==> src/rtl/ps2_pkg.sv <==
// Shared constants and frame-state encoding for the PS/2 scan-code receiver.
package ps2_pkg;

    localparam logic [7:0] PS2_PFX_EXT   = 8'hE0;
    localparam logic [7:0] PS2_PFX_BRK   = 8'hF0;
    localparam logic [7:0] PS2_PFX_PAUSE = 8'hE1;
    localparam int         PS2_PAUSE_SKIP = 7;

    typedef enum logic [1:0] {
        IDLE,
        DATA,
        PARITY,
        STOP
    } ps2_state_e;

endpackage

==> src/rtl/ps2_line_filter.sv <==
// 2-FF synchroniser plus stability filter; emits a one-cycle pulse
// on each falling edge of the filtered line.
module ps2_line_filter #(
    parameter int FILTER_LEN = 4
) (
    input  logic CLK,
    input  logic RESET,
    input  logic line_raw,
    output logic fall
);

    localparam int CW = $clog2(FILTER_LEN + 1);

    logic [1:0]    sync_q;
    logic          filt_q;
    logic [CW-1:0] cnt_q;

    always_ff @(posedge CLK) begin
        if (RESET) begin
            sync_q <= 2'b11;
            filt_q <= 1'b1;
            cnt_q  <= '0;
            fall   <= 1'b0;
        end else begin
            sync_q <= {sync_q[0], line_raw};
            fall   <= 1'b0;
            if (sync_q[1] == filt_q) begin
                cnt_q <= '0;
            end else if (cnt_q == CW'(FILTER_LEN - 1)) begin
                // FILTER_LEN-th differing sample: commit the new level
                filt_q <= sync_q[1];
                cnt_q  <= '0;
                fall   <= filt_q;
            end else begin
                cnt_q <= cnt_q + CW'(1);
            end
        end
    end

endmodule

==> src/rtl/ps2_scan_rx.sv <==
// PS/2 set-2 receive front end: frame deserialiser plus E0/F0/E1 prefix decode.
// Define PS2_PARITY_CHECK_EN to reject frames with bad odd parity.
module ps2_scan_rx
    import ps2_pkg::*;
#(
    parameter int FILTER_LEN     = 4,
    parameter int TIMEOUT_CYCLES = 3125
) (
    input  logic       CLK,
    input  logic       RESET,
    input  logic       PS2_CLK,
    input  logic       PS2_DATA,
    output logic [7:0] RX_SCAN,
    output logic       RX_PRESSED,
    output logic       RX_EXTENDED,
    output logic       RX_VALID,
    output logic       RX_ERROR
);

    localparam int TW = $clog2(TIMEOUT_CYCLES + 1);

    logic          fall;
    logic [1:0]    dsync_q;
    logic          din;

    ps2_state_e    state_q, state_d;
    logic [2:0]    bit_q, bit_d;
    logic [7:0]    shreg_q, shreg_d;
    logic          par_ok_q, par_ok_d;
    logic [TW-1:0] tmo_q, tmo_d;
    logic          ext_q, ext_d;
    logic          brk_q, brk_d;
    logic [2:0]    skip_q, skip_d;
    logic [7:0]    scan_d;
    logic          pressed_d, extd_d, valid_d, error_d;
    logic          tmo_hit, skipping;

    ps2_line_filter #(
        .FILTER_LEN (FILTER_LEN)
    ) u_clk_filt (
        .CLK      (CLK),
        .RESET    (RESET),
        .line_raw (PS2_CLK),
        .fall     (fall)
    );

    assign din      = dsync_q[1];
    assign tmo_hit  = (state_q != IDLE) && (tmo_q == TW'(TIMEOUT_CYCLES));
    assign skipping = (skip_q != 3'd0);

    always_ff @(posedge CLK) begin
        if (RESET) begin
            dsync_q     <= 2'b11;
            state_q     <= IDLE;
            bit_q       <= '0;
            shreg_q     <= '0;
            par_ok_q    <= 1'b1;
            tmo_q       <= '0;
            ext_q       <= 1'b0;
            brk_q       <= 1'b0;
            skip_q      <= '0;
            RX_SCAN     <= 8'h00;
            RX_PRESSED  <= 1'b0;
            RX_EXTENDED <= 1'b0;
            RX_VALID    <= 1'b0;
            RX_ERROR    <= 1'b0;
        end else begin
            dsync_q     <= {dsync_q[0], PS2_DATA};
            state_q     <= state_d;
            bit_q       <= bit_d;
            shreg_q     <= shreg_d;
            par_ok_q    <= par_ok_d;
            tmo_q       <= tmo_d;
            ext_q       <= ext_d;
            brk_q       <= brk_d;
            skip_q      <= skip_d;
            RX_SCAN     <= scan_d;
            RX_PRESSED  <= pressed_d;
            RX_EXTENDED <= extd_d;
            RX_VALID    <= valid_d;
            RX_ERROR    <= error_d;
        end
    end

    always_comb begin
        state_d   = state_q;
        bit_d     = bit_q;
        shreg_d   = shreg_q;
        par_ok_d  = par_ok_q;
        ext_d     = ext_q;
        brk_d     = brk_q;
        skip_d    = skip_q;
        scan_d    = RX_SCAN;
        pressed_d = RX_PRESSED;
        extd_d    = RX_EXTENDED;
        valid_d   = 1'b0;
        error_d   = 1'b0;
        tmo_d     = '0;
        if (!fall && state_q != IDLE)
            tmo_d = tmo_q + TW'(1);

        // An edge always takes priority over a coincident timeout
        if (fall) begin
            case (state_q)
                IDLE: begin
                    if (!din) begin
                        state_d = DATA;
                        bit_d   = '0;
                    end
                end
                DATA: begin
                    shreg_d = {din, shreg_q[7:1]};
                    bit_d   = bit_q + 3'd1;
                    if (bit_q == 3'd7)
                        state_d = PARITY;
                end
                PARITY: begin
`ifdef PS2_PARITY_CHECK_EN
                    par_ok_d = ^{shreg_q, din};
`else
                    par_ok_d = 1'b1;
`endif
                    state_d = STOP;
                end
                STOP: begin
                    state_d = IDLE;
                    if (din && par_ok_q) begin
                        unique case (1'b1)
                            skipping: begin
                                skip_d = skip_q - 3'd1;
                            end
                            (!skipping && shreg_q == PS2_PFX_EXT): begin
                                ext_d = 1'b1;
                            end
                            (!skipping && shreg_q == PS2_PFX_BRK): begin
                                brk_d = 1'b1;
                            end
                            (!skipping && shreg_q == PS2_PFX_PAUSE): begin
                                skip_d = 3'(PS2_PAUSE_SKIP);
                            end
                            default: begin
                                scan_d    = shreg_q;
                                pressed_d = ~brk_q;
                                extd_d    = ext_q;
                                valid_d   = 1'b1;
                                ext_d     = 1'b0;
                                brk_d     = 1'b0;
                            end
                        endcase
                    end else begin
                        error_d = 1'b1;
                    end
                end
                default: state_d = IDLE;
            endcase
        end else if (tmo_hit) begin
            state_d = IDLE;
            tmo_d   = '0;
            ext_d   = 1'b0;
            brk_d   = 1'b0;
            skip_d  = '0;
            error_d = 1'b1;
        end
    end

endmodule

==> config.mk <==
export PLATFORM = sky130hd
export DESIGN_NAME = ps2_scan_rx
export DESIGN_NICKNAME = d
export VERILOG_FILES = /design/src/rtl/ps2_pkg.sv /design/src/rtl/ps2_line_filter.sv /design/src/rtl/ps2_scan_rx.sv
export SDC_FILE = /design/constraint.sdc
export NUM_CORES = 1
export LEC_CHECK = 0
export CAP_MARGIN = 20
export CORE_MARGIN = 2
export CORE_UTILIZATION = 55
export CTS_BUF_LIST = sky130_fd_sc_hd__clkbuf_8 sky130_fd_sc_hd__clkbuf_16
export DETAILED_ROUTE_END_ITERATION = 10
export GPL_TIMING_DRIVEN = 0
export PLACE_DENSITY = 0.8
export SYNTH_ARGS = -nofsm -noshare
export SYNTH_HDL_FRONTEND = slang
export SYNTH_SLANG_ARGS = --single-unit
==> constraint.sdc <==
create_clock -name CLK -period 4.2 [get_ports CLK]
set_input_delay 0.84 -clock CLK [delete_from_list [all_inputs] [get_ports CLK]]
set_output_delay 0.84 -clock CLK [all_outputs]
set_load 0.005 [all_outputs]
# Word level (Yosys, flattened, before mapping)
# Index checks and enable logic that the tools add are counted.
word_totals:
  word_cells: 101
  output_inout_bits: 12
  register_bits: 51
op_classes:
  n_eq_ne: 18
  n_bitwise: 7
  add_sub_neg: 4
  muxes: 29
  n_reduce_logical: 26
op_table:
  columns: ["op", "count"]
  rows:
  - ["two-way mux 12 bit", 3]
  - ["equality test 8 bit (second input constant)", 3]
  - ["AND reduction 4 bit", 4]
  - ["two-way mux 3 bit", 5]
  - ["adder 12 x 1 -> 12 bit (second input constant)", 1]
  - ["equality test 12 bit (second input constant)", 1]
  - ["two-way mux 1 bit", 12]
  - ["case mux 3 bit (2 select lines)", 2]
  - ["OR reduction 3 bit", 4]
  - ["!= test 2 bit (second input constant)", 5]
  - ["!= test 3 bit (second input constant)", 3]
  - ["two-way mux 2 bit", 4]
  - ["case mux 2 bit (4 select lines)", 1]
  - ["OR reduction 4 bit", 2]
  - ["NOT 1 bit", 7]
  - ["adder 3 x 1 -> 3 bit (second input constant)", 2]
  - ["AND reduction 3 bit", 2]
  - ["nonzero test 2 bit", 3]
  - ["logical AND 1 bit", 5]
  - ["equality test 2 bit (second input constant)", 2]
  - ["case mux 1 bit (2 select lines)", 2]
  - ["AND reduction 2 bit", 2]
  - ["equality test 3 x 2 -> 1 bit (second input constant)", 1]
  - ["equality test 3 bit (second input constant)", 1]
  - ["6 further kinds", 7]

# Logic depth before layout (Yosys ltp)
# Gate-level depths: netlist of run 1.
depth:
  ltp_word: 8
  ltp_mapped: 7
  mapped_depth_nobuf: 6

# Modules after synthesis
# A second synthesis of run 1 with hierarchy kept.
hier_totals:
  cells_unflattened: 259
  area_unflattened_um2: 2262.2
by_module_without_submodules:
  columns: ["mod", "seq_area_each_um2", "n_inst", "cells_per_inst", "area_each_um2"]
  rows:
  - ["ps2_scan_rx", 880.8, 1, 240, 2015.7]
  - ["ps2_line_filter", 140.1, 1, 19, 246.5]

# Worst setup path after synthesis of run 1
# No wires, ideal clock.
synth_timing:
  path_kind: "input-to-reg"
  from: "input port RESET"
  to: "register RX_SCAN[0]"
  t_arrival_ps: 1694
  setup_time_ps: 128
  stages: 4
  setup_slack_ps: 2378
  required_time_ps: 4072
  cell_sequence: "clkbuf_1 > clkbuf_1 > buf_1 > nor2_1"
synth_rtl:
  columns: ["element", "line_no", "source"]
  rows:
  - ["start, declared", "ps2_scan_rx.sv:10", "input logic RESET,"]
  - ["end signal, assigned", "ps2_scan_rx.sv:77", "RX_SCAN <= scan_d;"]
  - ["end, declared", "ps2_scan_rx.sv:13", "output logic [7:0] RX_SCAN,"]
# No word-level cell between the ends.

# Worst setup path after layout of run 1
layout_timing:
  from: "register RX_EXTENDED"
  to: "output port RX_EXTENDED"
layout_rtl:
  columns: ["element", "line_no", "source"]
  rows:
  - ["start, declared", "ps2_scan_rx.sv:15", "output logic RX_EXTENDED,"]
  - ["start signal, assigned", "ps2_scan_rx.sv:79", "RX_EXTENDED <= extd_d;"]
# No word-level cell between the ends.

==> flow_summary.yaml, run 1 <==
hold_path:
  min_path_type: "reg -> reg"
timing:
  skew_ns: 0.0104
  rsz0062_at_grt: "no"
  period_needed_ns: 1.99
  maxSlewViolCount: 0
  max-slew-margin-rel: 0.642
  finalWorstSetupSlack_ns: 2.21
  timing.fmax_mhz: 503
  period_share: 0.473
  worstMarginPinSlew_ns: 0.532
  hold_viol: 0
  setup_tns_ns: 0
  report.final.setup_viol: 0
clocking:
  tritoncts: "built"
  post_cts.repair.setup_buffers: 0
  root_buffer: "clkbuf_8"
  numCtsBuffers: 5
  worstSkewPairLatency_ns: 0.30
  clockBufferDepth: 2
  clock-sinks: 51
  path_clk_slew_ns: 0.09
  cts_resized: 0
  cts_hold_buf: 0
  htreeDepth: 2
layout:
  nNetsFinal: 274
  instances_no_fill: 310
  syn_to_final_growth_pct: 12.7
  diodes: 0
  drive_above_1_share: 0.0885
  final_util: 0.643
global_route:
  grt_max_degree: 16
  grt_pass1_wl_um: 6490
  grt.total_usage: 0.185
  overflow: 0
  grt_pass1_vias: 1508
  antenna_found_initial: 0
floorplanning:
  initial_core_util: 0.571
  coreArea_sq_um: 3970
  die_w_um: 68.2
  die_y_um: 68.2
  ios: 16
  rows: 23
  die_area_sq_um: 4650
yosys:
  synthCells: 238
  yosysSeqAreaShare: 0.451
  synth_top_family_by_area: "simple AND/OR/NAND/NOR gates"
  ys_seq_elements: 51
  syn_nets: 253
  syn_area_per_cell_sq_um: 9.52
  synth-edff-count: 0
  synthSimpleGateAreaFrac: 0.257
  synthAdderAreaFrac: 0.0607
  synthMuxAreaShare: 0.0756
  ys.flop_type: "dfxtp_1"
  synth_area_sq_um: 2270
  async_flop_share: 0
  yosysWarningCount: 0
  yosys.area_share.xor_xnor: 0.0425
  synth_compound_area_frac: 0.0779
  synth_cell_type_count: 43
detailed_routing:
  drtIter0Drc: 75
  finalWirelength_um: 3890
  vias: 1641
  first_pass_iters: 4
  drc: 0
  ant_nets: 0
  routedWlPerCell_um: 12.5
  viasPerCell: 5.29
worst_setup_path:
  cp.arrival_ns: 1.15
  worst_setup_path_start_kind: "flip-flop"
  criticalPathCategory: "reg -> out"
  cp.required_ns: 3.36
  path_cells: "clkdlybuf4s50_1"
  slowest_delay_ns: 0.50
  cp_num_buf_inv: 1
  crit_family: "buffers and inverters"
  slowest_stage: "clkdlybuf4s50_1"
  endpoint_kind: "primary output"
  path_max_fanout: 2
place:
  port_buffers: 14
  dpl.cell_count: 302
  gp_congestion: 0.775
  hpwl_um: 2820
  pre_cts_slack_ns: 2.00
power_and_ir_drop:
  p_per_area_nw_per_um2: 301
  irDropWorstVdd_uv: 214
  p_leak_nw: 0.931
run_status:
  status: "finished, final reports clean"
job:
  maxCapViolCount: 0
## worst paths after layout
path | depth (start not counted) | to | startpoint | slack (ns)
min | 1 | u_clk_filt.sync_q[1] | u_clk_filt.sync_q[0] | 0.41
max | 1 | RX_EXTENDED | RX_EXTENDED | 2.21
max reg2reg | 6 | ext_q | state_q[0] | 2.37
min reg2reg | 1 | u_clk_filt.sync_q[1] | u_clk_filt.sync_q[0] | 0.41
## report_power, final
part           internal (mW)  leakage [nW]  switching, mW
Clock                  0.114        0.0453          0.155
Combinational        0.00440         0.474        0.00794
Sequential             0.485         0.412        0.00125
Total                  0.604         0.931          0.164
## final cells by class
type                    count  area, sq um
fillers                   337         1420
multi-input cells         168         1160
flip-flops and latches     51         1020
repair buffers             14          140
clock buffers               5         68.8
well taps                  50         62.6
plain buffers               9         43.8
inverters                  10         37.5
clock inverters             3         16.3
## metrics by stage
step	power (mW)	instance area (sq um)	hold slack, ns
after detailed placement	0.510	2470	0.392
final	0.768	2550	0.414
after global placement	0.510	2470	0.392
after floorplan	0.505	2270	0.389
after CTS	0.777	2550	0.417
after global routing	0.795	2550	0.430
## synth_stat cells, types with 2 or more instances
cell	number	area share
a21oi_1	13	0.029
and2_1	4	0.011
and3_1	2	0.0055
and4_1	2	0.0077
buf_1	2	0.0033
buf_2	2	0.0044
clkbuf_1	4	0.0066
dfxtp_1	51	0.45
ha_1	11	0.061
inv_1	10	0.017
mux2i_1	16	0.071
nand2_1	17	0.028
nand2b_1	2	0.0055
nand3_1	19	0.042
nand4_1	4	0.011
nor2_1	31	0.051
nor2b_1	5	0.014
nor4b_4	2	0.021
nor4bb_1	2	0.0088
o21ai_0	2	0.0044
or2_2	4	0.011
or3_1	3	0.0083
xnor2_1	5	0.019
xor2_1	6	0.023
## metal layers
layer | GRT usage | wire, um | vias to the layer above
li1 | - | - | 861
met1 | 0.221 | 1820 | 747
met2 | 0.314 | 1860 | 28
met3 | 0.0526 | 146 | 5
met4 | 0.0700 | 57 | 0
met5 | 0 | 0 | -
## placed cells by master, fill, tap and decap left out, types with 2 or more instances in the layout
cell / count
o21ai_0: 2
inv_1: 11
clkdlybuf4s50_1: 14
and3_1: 2
nand2b_1: 2
or2_2: 4
nor4b_4: 2
nor4bb_1: 2
mux2i_1: 16
nand2_1: 17
a21oi_1: 13
and4_1: 2
xor2_1: 6
buf_2: 2
dfxtp_1: 51
clkbuf_8: 5
nand4_1: 4
nor2b_1: 5
or3_1: 3
clkbuf_1: 4
and2_1: 4
buf_1: 2
nor2_1: 31
nand3_1: 19
xnor2_1: 5
ha_1: 11
## sequential cells by signal, summed over array words and instances, names as in the netlist
register and flops:
brk_q 1, dsync_q 2, state_q 2, u_clk_filt.filt_q 1, u_clk_filt.sync_q 2, RX_ERROR 1, skip_q 3, RX_SCAN 8
tmo_q 12, ext_q 1, RX_VALID 1, bit_q 3, u_clk_filt.fall 1, RX_EXTENDED 1, shreg_q 8, RX_PRESSED 1
u_clk_filt.cnt_q 3
## cells by family (layout without fill, tap and decap cells)
group                    Yosys count  count (layout)
AO/OA/AOI/OAI                     25              25
AND/OR/NAND/NOR                  104             104
multiplexers                      17              17
XOR/XNOR                          11              11
adder cells (fa/ha/maj)           11              11
flip-flops                        51              51
buffers and inverters             19              41
No activity file was read; power rests on OpenSTA's default activity.
==> run 2, diff against run 1 <==
- CORE_UTILIZATION: 55 -> 52
- clock period: 4.2 -> 1.6 ns (I/O delays scaled with it)
==> run 2 against run 1 <==
Against the previous run: critical path depth is 6 higher; sequential power grew to 2.6 times the previous value; setup slack worse by 2.2 ns; die area is 5.4% higher; non-clock buffer count is 10 higher; sequential cell count stayed put; hold slack better by 0.0048 ns; largest power group unchanged.
==> flow_summary.yaml, run 2 (same netlist as run 1, synthesis figures left out) <==
layout:
  nNetsFinal: 284
  drive_above_1_share: 0.204
  final_area_sq_um: 2780
  largestRegisters: "tmo_q: 12 flops, RX_SCAN: 8 flops, shreg_q: 8 flops"
  largest_reg_flops: 12
  layout_common_cells: "44 x dfxtp_1, 30 x nor2_1, 19 x nand3_1"
  largest-register: "tmo_q"
  instances_no_fill: 322
  diodes: 0
  syn_to_final_growth_pct: 22.6
  final_common_cell: "dfxtp_1"
floorplanning:
  coreArea_sq_um: 4260
  die_w_um: 70.0
  initial_core_util: 0.531
  ios: 16
  die_y_um: 70.0
  die_area_sq_um: 4900
  rows: 24
worst_setup_path:
  endpoint_kind: "flip-flop"
  endpoint: "brk_q"
  criticalPathCategory: "reg -> reg"
  rrSetupSlack_ns: 0.03
  cp.required_ns: 1.85
  rr_startpoint: "shreg_q[3]"
  cp.arrival_ns: 1.82
  critPathLaunch: "shreg_q[3]"
  worst_setup_path_start_kind: "flip-flop"
  path_max_fanout: 4
  rr_endpoint: "brk_q"
  r2r_cells: 7
place:
  dpl.cell_count: 304
  placedInstanceArea_sq_um: 2470
  gp_congestion: 0.786
  port_buffers: 14
  hpwl_um: 2920
timing:
  worstMarginPinSlew_ns: 0.490
  report.final.setup_viol: 0
  period_needed_ns: 1.57
  hold_viol: 0
  max-slew-margin-rel: 0.674
  maxSlewViolCount: 0
  period_share: 0.982
  skew_ns: 0.0117
  timing.fmax_mhz: 637
  rsz0062_at_grt: "yes"
global_route:
  grt.total_usage: 0.191
  grt_max_degree: 18
  grt_pass1_wl_um: 7530
  antenna_found_initial: 0
  grt_pass1_vias: 1698
  overflow: 0
detailed_routing:
  first_pass_iters: 4
  routedWlPerCell_um: 14.0
  drc: 0
  drtIter0Drc: 74
  ant_nets: 0
  finalWirelength_um: 4500
  vias: 1789
  viasPerCell: 5.56
clocking:
  root_buffer: "clkbuf_8"
  htreeDepth: 2
  numCtsBuffers: 5
  cts_hold_buf: 0
  clock-sinks: 51
  worstSkewPairLatency_ns: 0.32
  path_clk_slew_ns: 0.10
  clockBufferDepth: 2
  tritoncts: "built"
hold_path:
  whs_path_depth: 1
  min_path_type: "reg -> reg"
power_and_ir_drop:
  p_per_area_nw_per_um2: 805
  irDropWorstVdd_uv: 643
  p_leak_nw: 1.00
job:
  maxCapViolCount: 0
run_status:
  status: "finished, final reports clean"
[run 2: cell types whose count changed in the layout (fill, tap and decap cells not counted), moves of 2 or more]
cell	delta
dfxtp_2	+5
ha_4	+3
buf_4	+8
ha_1	-4
inv_1	-4
dfxtp_1	-7
inv_2	+3
buf_6	+2
dfxtp_4	+2
[run 2: worst min path at each step]
stage | from | endpoint | slack, ns
2_1_floorplan | dsync_q[0] | dsync_q[1] | 0.39
3_3_place_gp | dsync_q[0] | dsync_q[1] | 0.39
3_5_place_dp | u_clk_filt.sync_q[0] | u_clk_filt.sync_q[1] | 0.40
4_1_cts | u_clk_filt.sync_q[0] | u_clk_filt.sync_q[1] | 0.42
5_1_grt | u_clk_filt.sync_q[0] | u_clk_filt.sync_q[1] | 0.44
6_report | u_clk_filt.sync_q[0] | u_clk_filt.sync_q[1] | 0.42
[run 2: metal layers]
layer | track usage | part of all wire | vias up
met1 | 0.233 | 0.46 | 857
met4 | 0.0897 | 0.027 | 0
li1 | - | - | 888
met2 | 0.319 | 0.49 | 29
met3 | 0.0447 | 0.029 | 15
met5 | 0 | 0 | -
[run 2: stage by stage]
stage / worst slack, ns / hold slack (ns) / util / TNS, ns / power [mW]
after floorplan: 0.00443 / 0.389 / - / 0 / 1.33
after global placement: -0.125 / 0.392 / 0.580 / -1.19 / 1.34
after detailed placement: -0.156 / 0.396 / 0.580 / -1.62 / 1.34
after CTS: 0.000507 / 0.421 / 0.631 / 0 / 2.24
after global routing: -0.0265 / 0.438 / 0.651 / -0.115 / 2.28
final: 0.0291 / 0.419 / 0.651 / 0 / 2.24
[run 2: what timing repair did]
action	CTS	global route
setup endpoints to repair	16	17
buffers inserted	6	3
gates cloned	1	0
pin swaps	6	5
resized for setup	12	22
[run 2: where the power goes]
| part | switching [mW] | internal, mW |
|---|---|---|
| Combinational | 0.0217 | 0.0117 |
| Clock | 0.455 | 0.474 |
| Sequential | 0.00383 | 1.27 |
[run 2: cell type report]
cell class | instances | area [sq um]
Buffer | 9 | 45.0
Fill cell | 325 | 1490
Clock inverter | 3 | 47.5
Clock buffer | 5 | 68.8
Sequential cell | 51 | 1030
Tap cell | 52 | 65.1
Multi-Input combinational cell | 168 | 1260
Inverter | 10 | 37.5
Timing Repair Buffer | 24 | 223
[run 2: critical path: stages (launching register included)]
cell and delay [ns]:
dfxtp_1 0.37, nor4b_4 0.27, buf_4 0.18, a31o_1 0.18
a22oi_2 0.08, buf_4 0.15, buf_4 0.13, a211oi_2 0.15
==> run 3, diff against run 2 <==
- CORE_UTILIZATION: 52 -> 55
- clock period: 1.6 -> 1.7 ns (I/O delays scaled with it)
==> run 3 against run 2 <==
Against the previous run: sequential share of layout area is 1.6 points higher; combinational power shrank 7.8%; fmax shrank 4.4%; die area shrank 5.1%; critical endpoint is now ext_q; critical path type unchanged; largest power group unchanged; final cell count down 2.8%.
==> flow_summary.yaml, run 3 (same netlist as run 1, synthesis figures left out) <==
global_route:
  grt_pass1_wl_um: 6490
  overflow: 0
  grt_max_degree: 16
  antenna_found_initial: 0
  grt.total_usage: 0.185
  grt_pass1_vias: 1506
worst_setup_path:
  cp_num_buf_inv: 1
  crit_family: "flip-flops"
  path_cells: "inv_1 -> ha_2 -> nor2_4 -> nand4_4 -> a22oi_2 -> mux2_1"
  endpoint_kind: "flip-flop"
  cp.arrival_ns: 1.84
  slowest_stage: "dfxtp_2"
  path_max_fanout: 6
  cp.required_ns: 1.89
  criticalPathCategory: "reg -> reg"
  worst_setup_path_start_kind: "flip-flop"
  r2r_cells: 6
  cp_num_cells: 6
  slowest_delay_ns: 0.37
layout:
  largestRegisters: "tmo_q: 12 flops, RX_SCAN: 8 flops, shreg_q: 8 flops"
  layout_common_cells: "49 x dfxtp_1, 30 x nor2_1, 19 x nand3_1"
  largest_reg_flops: 12
  largest-register: "tmo_q"
  drive_above_1_share: 0.137
  nNetsFinal: 277
  diodes: 0
  syn_to_final_growth_pct: 16.3
  instances_no_fill: 313
  fillers: 322
  final_common_cell: "dfxtp_1"
timing:
  hold_viol: 0
  skew_ns: 0.00940
  worstMarginPinSlew_ns: 0.499
  period_share: 0.967
  maxSlewViolCount: 0
  max-slew-margin-rel: 0.667
  finalWorstSetupSlack_ns: 0.0560
  report.final.setup_viol: 0
  timing.fmax_mhz: 608
  period_needed_ns: 1.64
detailed_routing:
  routedWlPerCell_um: 13.0
  first_pass_iters: 4
  drtIter0Drc: 78
  drc: 0
  viasPerCell: 5.36
  finalWirelength_um: 4080
  ant_nets: 0
  vias: 1677
power_and_ir_drop:
  sw_frac_of_total: 0.212
  irDropWorstVdd_uv: 522
  p_leak_nw: 0.947
  p_seq_frac: 0.635
  comb_power_share: 0.016
  p_sw_uw: 400
  power_frac_clock: 0.348
  p_per_area_nw_per_um2: 718
  intPower_mw: 1.49
floorplanning:
  die_area_sq_um: 4650
  die_y_um: 68.2
  die_w_um: 68.2
  initial_core_util: 0.571
  ios: 16
  rows: 23
  coreArea_sq_um: 3970
clocking:
  clock-sinks: 51
  root_buffer: "clkbuf_8"
  worstSkewPairLatency_ns: 0.30
  clockBufferDepth: 2
  path_clk_slew_ns: 0.09
  cts_hold_buf: 0
  tritoncts: "built"
  numCtsBuffers: 5
  htreeDepth: 2
place:
  port_buffers: 14
  hpwl_um: 2820
  gp_congestion: 0.775
  pre_cts_slack_ns: -0.118
  dpl.cell_count: 302
hold_path:
  whs_path_depth: 1
  min_path_type: "reg -> reg"
job:
  maxCapViolCount: 0
run_status:
  status: "finished, final reports clean"
-- run 3: layout make-up --
class / instances / area (sq um) / share of cell area
Sequential cell: 51 / 1020 / 0.388
Inverter: 10 / 37.5 / 0.0142
Timing Repair Buffer: 17 / 166 / 0.0632
Buffer: 9 / 43.8 / 0.0166
Tap cell: 50 / 62.6 / 0.0237
Clock buffer: 5 / 68.8 / 0.0261
Multi-Input combinational cell: 168 / 1220 / 0.462
Clock inverter: 3 / 16.3 / 0.00617
-- run 3: metal layers --
| layer | GRT usage | part of all wire | vias to the layer above |
|---|---|---|---|
| met5 | 0 | 0 | - |
| met4 | 0.0700 | 0.017 | 0 |
| met3 | 0.0526 | 0.036 | 8 |
| met2 | 0.314 | 0.47 | 33 |
| met1 | 0.221 | 0.48 | 766 |
| li1 | - | - | 870 |
-- run 3: stage by stage --
| stage | power, mW | hold WS, ns | util | TNS [ns] | cell area (sq um) |
|---|---|---|---|---|---|
| 6_report | 1.89 | 0.414 | 0.664 | 0 | 2640 |
| 5_1_grt | 1.96 | 0.430 | 0.664 | -0.00814 | 2640 |
| 4_1_cts | 1.92 | 0.417 | 0.644 | 0 | 2560 |
| 3_5_place_dp | 1.26 | 0.392 | 0.622 | -0.265 | 2470 |
| 3_3_place_gp | 1.26 | 0.392 | 0.622 | -0.147 | 2470 |
| 2_1_floorplan | 1.25 | 0.389 | - | 0 | 2270 |
-- run 3: power by group through the flow --
stage | Clock [mW] | Sequential (mW) | Combinational, mW
floorplan | 0 | 1.23 | 0.0193
global placement | 0 | 1.23 | 0.0306
detailed placement | 0 | 1.23 | 0.0309
CTS | 0.686 | 1.20 | 0.0311
global route | 0.726 | 1.20 | 0.0347
finish | 0.659 | 1.20 | 0.0308
-- run 3: worst register-to-register path, delay by kind of cell (launching register included) --
family,cells,cell delay (ns)
AO/OA/AOI/OAI,1,0.26
AND/OR/NAND/NOR,2,0.29
buffers and inverters,1,0.06
adder cells (fa/ha/maj),1,0.21
multiplexers,1,0.35
flip-flops,1,0.37
-- run 3: path summary, 6_finish.rpt --
| check | from | slack (ns) | to |
|---|---|---|---|
| worst max-delay path | state_q[0] | 0.06 | ext_q |
| worst min-delay path | u_clk_filt.sync_q[0] | 0.41 | u_clk_filt.sync_q[1] |
| worst max register to register | state_q[0] | 0.06 | ext_q |
| worst min register to register | u_clk_filt.sync_q[0] | 0.41 | u_clk_filt.sync_q[1] |
-- run 3: what timing repair did --
action                                  4_1_cts  5_1_grt
gates cloned                                  0        1
endpoints found under the setup margin       13       11
resized for setup                             3       15
pin swaps                                     1        5
buffers inserted                              0        2
